$ cat src/rtl/mem_pkg.sv
// Shared constants and address-decode helper for the memory responder
// and its MMIO window.
package mem_pkg;

    // MMIO register word offsets (Adr[3:2]) within the 16-byte window
    localparam logic [1:0] OFF_TXDATA = 2'd0;
    localparam logic [1:0] OFF_STATUS = 2'd1;
    localparam logic [1:0] OFF_CYCLES = 2'd2;
    localparam logic [1:0] OFF_HALT   = 2'd3;

    // STATUS register bit positions
    localparam int unsigned ST_FULL      = 0;
    localparam int unsigned ST_EMPTY     = 1;
    localparam int unsigned ST_OVF       = 2;
    localparam int unsigned ST_COUNT_LSB = 8;
    localparam int unsigned ST_COUNT_W   = 4;

    // Compares the 16-byte-aligned part of an address against the window base
    function automatic logic is_mmio(input logic [27:0] adr_hi, input logic [27:0] base_hi);
        return adr_hi == base_hi;
    endfunction

endpackage

$ cat src/rtl/tx_fifo.sv
// Circular byte FIFO feeding the transmit stream; owns push-accept logic
// so a push into a full FIFO succeeds when a pop happens in the same cycle.
module tx_fifo #(
    parameter int unsigned DEPTH = 8,
    parameter int unsigned WIDTH = 8
) (
    input  logic                       clk,
    input  logic                       rst_ni,
    input  logic                       push_i,
    input  logic [WIDTH-1:0]           data_i,
    input  logic                       pop_i,
    output logic                       full_o,
    output logic                       empty_o,
    output logic [$clog2(DEPTH):0]     count_o,
    output logic [WIDTH-1:0]           head_o,
    output logic                       drop_o
);

    localparam int unsigned PW = $clog2(DEPTH);
    localparam int unsigned CW = PW + 1;

    logic [WIDTH-1:0] mem_q [DEPTH];
    logic [PW-1:0]    wptr_q, wptr_d;
    logic [PW-1:0]    rptr_q, rptr_d;
    logic [CW-1:0]    count_q, count_d;
    logic             pop_ok;
    logic             push_ok;

    assign full_o  = (count_q == CW'(DEPTH));
    assign empty_o = (count_q == '0);
    assign count_o = count_q;
    // Head is forced to zero when empty so discarded contents never leak out
    assign head_o  = empty_o ? '0 : mem_q[rptr_q];

    assign pop_ok  = pop_i && !empty_o;
    assign push_ok = push_i && (!full_o || pop_ok);
    assign drop_o  = push_i && !push_ok;

    always_comb begin
        wptr_d  = wptr_q;
        rptr_d  = rptr_q;
        count_d = count_q;
        if (push_ok) begin
            wptr_d = wptr_q + PW'(1);
        end
        if (pop_ok) begin
            rptr_d = rptr_q + PW'(1);
        end
        case ({push_ok, pop_ok})
            2'b10:   count_d = count_q + CW'(1);
            2'b01:   count_d = count_q - CW'(1);
            default: count_d = count_q;
        endcase
    end

    always_ff @(posedge clk) begin
        if (!rst_ni) begin
            wptr_q  <= '0;
            rptr_q  <= '0;
            count_q <= '0;
        end else begin
            wptr_q  <= wptr_d;
            rptr_q  <= rptr_d;
            count_q <= count_d;
        end
    end

    // Storage needs no reset; pointers and count define what is valid
    always_ff @(posedge clk) begin
        if (push_ok) begin
            mem_q[wptr_q] <= data_i;
        end
    end

endmodule

$ cat src/rtl/mem_responder.sv
// Memory-side responder: word RAM plus MMIO window (TX FIFO, STATUS, CYCLES, HALT).
// Build macro MMIO_CYCLES_EN enables the CYCLES register and its counter.
module mem_responder
    import mem_pkg::*;
#(
    parameter int unsigned MEM_WORDS  = 64,
    parameter int unsigned FIFO_DEPTH = 8,
    parameter logic [31:0] MMIO_BASE  = 32'h0000_1000
) (
    input  logic        clk,
    input  logic        reset,
    input  logic        MemWrite,
    input  logic [31:0] Adr,
    input  logic [31:0] WriteData,
    output logic [31:0] ReadData,
    output logic [7:0]  tx_data,
    output logic        tx_valid,
    input  logic        tx_ready,
    output logic        halted
);

    localparam int unsigned AW = $clog2(MEM_WORDS);
    localparam int unsigned CW = $clog2(FIFO_DEPTH) + 1;

    logic [31:0]   ram_q [MEM_WORDS];
    logic [AW-1:0] ram_idx;
    logic          mmio_sel;
    logic [1:0]    mmio_off;

    logic          wr_tx, wr_status, wr_halt;
    logic          fifo_full, fifo_empty, fifo_drop;
    logic [CW-1:0] fifo_count;

    logic          overflow_q, overflow_d;
    logic          halted_q, halted_d;
    logic [31:0]   cycles_rd;

    logic          unused_c;
    assign unused_c = ^{Adr[1:0], WriteData[31:8]};

    assign mmio_sel = is_mmio(Adr[31:4], MMIO_BASE[31:4]);
    assign mmio_off = Adr[3:2];
    assign ram_idx  = Adr[2 +: AW];

    assign wr_tx     = MemWrite && mmio_sel && (mmio_off == OFF_TXDATA);
    assign wr_status = MemWrite && mmio_sel && (mmio_off == OFF_STATUS);
    assign wr_halt   = MemWrite && mmio_sel && (mmio_off == OFF_HALT);

    // RAM write port; contents survive reset
    always_ff @(posedge clk) begin
        if (MemWrite && !mmio_sel) begin
            ram_q[ram_idx] <= WriteData;
        end
    end

    tx_fifo #(
        .DEPTH (FIFO_DEPTH),
        .WIDTH (8)
    ) u_tx_fifo (
        .clk     (clk),
        .rst_ni  (reset),
        .push_i  (wr_tx),
        .data_i  (WriteData[7:0]),
        .pop_i   (tx_ready),
        .full_o  (fifo_full),
        .empty_o (fifo_empty),
        .count_o (fifo_count),
        .head_o  (tx_data),
        .drop_o  (fifo_drop)
    );

    assign tx_valid = !fifo_empty;
    assign halted   = halted_q;

    // Overflow set wins over a same-cycle clear
    always_comb begin
        overflow_d = overflow_q;
        halted_d   = halted_q | wr_halt;
        if (wr_status && WriteData[ST_OVF]) begin
            overflow_d = 1'b0;
        end
        if (fifo_drop) begin
            overflow_d = 1'b1;
        end
    end

    always_ff @(posedge clk) begin
        if (!reset) begin
            overflow_q <= 1'b0;
            halted_q   <= 1'b0;
        end else begin
            overflow_q <= overflow_d;
            halted_q   <= halted_d;
        end
    end

`ifdef MMIO_CYCLES_EN
    logic        wr_cycles;
    logic [31:0] cycles_q, cycles_d;

    assign wr_cycles = MemWrite && mmio_sel && (mmio_off == OFF_CYCLES);

    // Load beats increment; counter freezes once halted and wraps naturally
    always_comb begin
        cycles_d = cycles_q;
        if (wr_cycles) begin
            cycles_d = WriteData;
        end else if (!halted_q) begin
            cycles_d = cycles_q + 32'd1;
        end
    end

    always_ff @(posedge clk) begin
        if (!reset) begin
            cycles_q <= '0;
        end else begin
            cycles_q <= cycles_d;
        end
    end

    assign cycles_rd = cycles_q;
`else
    assign cycles_rd = '0;
`endif

    always_comb begin
        ReadData = '0;
        if (mmio_sel) begin
            case (mmio_off)
                OFF_STATUS: begin
                    ReadData[ST_FULL]  = fifo_full;
                    ReadData[ST_EMPTY] = fifo_empty;
                    ReadData[ST_OVF]   = overflow_q;
                    ReadData[ST_COUNT_LSB +: ST_COUNT_W] = ST_COUNT_W'(fifo_count);
                end
                OFF_CYCLES: ReadData = cycles_rd;
                OFF_HALT:   ReadData = {31'b0, halted_q};
                default:    ReadData = '0;
            endcase
        end else begin
            ReadData = ram_q[ram_idx];
        end
    end

endmodule

$ cat config.mk
export PLATFORM = sky130hd
export DESIGN_NAME = mem_responder
export DESIGN_NICKNAME = d
export VERILOG_FILES = /design/src/rtl/mem_pkg.sv /design/src/rtl/tx_fifo.sv /design/src/rtl/mem_responder.sv
export SDC_FILE = /design/constraint.sdc
export NUM_CORES = 2
export LEC_CHECK = 0
export BUFFER_PORTS_ARGS = -buffer_cell sky130_fd_sc_hd__clkbuf_2
export CORE_MARGIN = 2
export CORE_UTILIZATION = 47
export CTS_CLUSTER_DIAMETER = 30
export DETAILED_ROUTE_END_ITERATION = 8
export GPL_ROUTABILITY_DRIVEN = 0
export SLEW_MARGIN = 20
export SYNTH_ARGS = -nofsm -noshare
export SYNTH_HDL_FRONTEND = slang
export SYNTH_HIERARCHICAL = 1
export SYNTH_SLANG_ARGS = --single-unit
$ cat constraint.sdc
create_clock -name clk -period 4.33 [get_ports clk]
set_clock_uncertainty 0.2 [all_clocks]
set_input_delay 0 -clock clk [delete_from_list [all_inputs] [get_ports clk]]
set_output_delay 0 -clock clk [all_outputs]
set_load 0.03 [all_outputs]
==> flow_summary.ini <==
[status]
status = complete, but fails checks
violations = negative hold slack

[setup_path]
critPathMaxFanout = 1
start_kind = register
path_class = reg -> out
arrival_ns = 4.09
cp.required_ns = 4.13
setup.worst_path.end_class = primary output

[synth]
synth_area_leader_cell = edfxtp_1
ys_top_cells_by_area = edfxtp_1, mux4_2, mux2i_1, mux4_1, nor2_1
yosysSeqAreaShare_pct = 77.6
syn-instance-count = 3529
ys_warn_count = 6
ys_types = 71
async_flop_share_pct = 0
ys_seq_elements = 2127
synth_edf_count = 2112
synth_area_um2 = 82100
synthesis.nets = 3602
syn_area_per_cell_um2 = 23.3
synth_top_area_share_pct = 77.2
synth_ff_type = edfxtp_1

[power_and_ir_drop]
p_leak_nw = 33.3
peakVddDrop_mv = 0.351
power.density_nw_per_um2 = 562

[floorplan]
start_util_pct = 47.2
core_area_um2 = 174000
die_w_um = 422
die_h_um = 422
ios = 110
die_area_um2 = 178000
rows = 153

[layout]
area_growth_pct = 24.2
finish.instance_area_um2 = 102000
drive_gt1_share_pct = 37.0
finish.net_count = 4238
fillers = 12415

[timing]
hold_ws_ns = -0.00707
drv_slew = 0
period_share_pct = 99.0
worst_pin_slew_ns = 1.07
setup_viol = 0
max_freq_mhz = 233
hold_viol_final = 3
max_slew_margin_pct = 27.0
min_period_ns = 4.29
rsz0062_at_grt = false
fin_setup_tns_ns = 0

[clock_tree]
numCtsBuffers = 421
cts_hold_buf = 50
clockBufferDepth = 4
root_buffer = clkbuf_16
cts_tree = yes
cts.sinks = 2127
post_cts_buffers = 0
worstSkewPairLatency_ns = 0.93
clk_pin_slew_worst_paths_ns = 0.05
ctsResizeCount = 0
cts-htree-levels = 5

[worst_hold_path]
min_path_type = in -> reg

[route]
vias_per_cell = 6.08
dr_total_vias = 41520
ant_nets = 0
drc_errors = 0
wl_per_cell_um = 32.5
drt_iter0_markers = 5342
routed_wl_um = 222000
firstDrtPassIters = 6

[place]
placed_area_um2 = 87500
dp_hpwl_um = 124000
numPortBuffers = 107

[global_route]
track_usage_pct = 24.9
antenna_found_initial = 8
grt_pass1_vias = 42414
grt_max_degree = 74
gr-total-overflow = 0
grt_pass1_wl_um = 315000

[run]
cap_violations = 0
[layout make-up]
type | instances | area [um2] | share of cell area [%]
flip-flops and latches | 2127 | 63700 | 62.5
clock inverters | 280 | 3090 | 3.03
diodes | 4 | 10.0 | 0.00982
well taps | 2325 | 2910 | 2.85
multi-input cells | 1200 | 17600 | 17.3
clock buffers | 477 | 10900 | 10.6
inverters | 8 | 32.5 | 0.0319
repair buffers | 407 | 3750 | 3.68
[cell usage in the layout (no fill, tap or decap), drive strengths merged, types with 6 or more instances in the layout]
| master | Yosys | routed |
|---|---|---|
| a221oi | 7 | 7 |
| o22ai | 32 | 32 |
| nor2b | 20 | 20 |
| o221ai | 12 | 12 |
| mux4 | 559 | 559 |
| nor3 | 12 | 12 |
| edfxtp | 2112 | 2112 |
| dlygate4sd3 | 0 | 53 |
| mux2i | 124 | 124 |
| buf | 153 | 260 |
| nand3 | 17 | 17 |
| inv | 7 | 31 |
| clkinv | 1 | 159 |
| o21ai | 35 | 35 |
| clkbuf | 41 | 571 |
| a31oi | 9 | 9 |
| nand4 | 9 | 9 |
| or3 | 6 | 6 |
| nand2b | 11 | 11 |
| clkinvlp | 0 | 43 |
| nand2 | 45 | 45 |
| dfxtp | 15 | 15 |
| a21oi | 18 | 18 |
| a22oi | 30 | 30 |
| nor2 | 117 | 117 |
| a211oi | 13 | 13 |
| and2 | 6 | 6 |
| nor4 | 9 | 9 |
| bufinv | 0 | 55 |
| mux2 | 30 | 30 |
[flip-flops by register name, summed over array words and instances, names as in the netlist, named ones only]
signal / cells
overflow_q: 1
u_tx_fifo/rptr_q: 3
u_tx_fifo/mem_q: 64
ram_q: 2048
halted: 1
u_tx_fifo/wptr_q: 3
u_tx_fifo/count_o: 4
[worst max-delay path, cell delays in order (launching register included)]
cell and delay, ns:
edfxtp_1 0.37, mux4_2 0.47, mux2i_1 0.35, nor2_1 0.08, a2111oi_0 0.94, a31oi_1 0.47
buf_4 0.26, clkbuf_2 0.17
[cells by family (layout without fill, tap and decap cells)]
kind of cell / after synthesis / count (layout) / share of synthesized area, %
AO/OA/AOI/OAI: 197 / 197 / 1.69
XOR/XNOR: 7 / 7 / 0.0747
adder cells (fa/ha/maj): 5 / 5 / 0.0853
buffers and inverters: 202 / 1172 / 1.57
flip-flops: 2127 / 2127 / 77.6
multiplexers: 713 / 713 / 17.3
other: 0 / 4 / 0
AND/OR/NAND/NOR: 278 / 278 / 1.65
[where the power goes]
group / switching [mW] / internal, mW / total (mW)
logic: 1.71 / 1.05 / 2.77
clock network: 10.4 / 21.2 / 31.6
registers: 0.118 / 22.9 / 23.0
[synthesized netlist by cell type (5+ instances only)]
cell type and instances:
edfxtp_1 2112, mux4_2 541, mux2i_1 124, nor2_1 117, buf_2 66, nand2_1 45, buf_4 43, clkbuf_1 40
o22ai_1 32, buf_6 31, a22oi_1 30, mux2_2 30, o21ai_0 30, nor2b_1 20, a21oi_1 18, mux4_1 18
nand3_1 17, dfxtp_1 15, a211oi_1 12, nor3_1 12, o221ai_1 12, nand2b_1 11, buf_1 10, a31oi_1 9
nand4_1 9, nor4_1 8, a221oi_1 7, and2_1 6, a2111oi_0 5, a32oi_1 5, and3_1 5, inv_1 5
nand3b_1 5, o41ai_1 5, or3_1 5
[routing by layer]
layer | vias to the layer above | global-route usage [%] | part of all wire [%] | wire, um
li1 | 16585 | - | - | -
met1 | 22383 | 35.6 | 41 | 90000
met2 | 2201 | 38.9 | 48 | 107000
met3 | 347 | 5.14 | 8.8 | 19500
met4 | 4 | 7.83 | 2.6 | 5770
met5 | - | 0 | 0.0095 | 21
[stage by stage]
step / cells / hold WS, ns / power [mW] / setup slack [ns] / utilization (%)
4_1_cts: 6820 / 0.000493 / 57.7 / 0.0919 / 58.6
5_1_grt: 6825 / 0.00459 / 58.9 / 0.0930 / 58.7
2_1_floorplan: 3529 / -0.101 / 24.9 / 0.972 / -
6_report: 6828 / -0.00707 / 57.3 / 0.0427 / 58.7
3_3_place_gp: 6013 / 0.176 / 26.0 / 0.530 / 50.3
3_5_place_dp: 6013 / 0.181 / 26.1 / 0.540 / 50.3
[path summary, 6_finish.rpt]
path	slack, ns	to	cells after the start	from
worst max-delay path	0.04	ReadData[9]	7	ram_q[63][9]
worst min register to register	0.33	register	2	u_tx_fifo/rptr_q[2]
worst max register to register	1.63	u_tx_fifo/count_o[3]	9	u_tx_fifo/count_o[1]
worst min-delay path	-0.007	ram_q[39][26]	2	WriteData[26]
(Power assumes the default switching activity.)
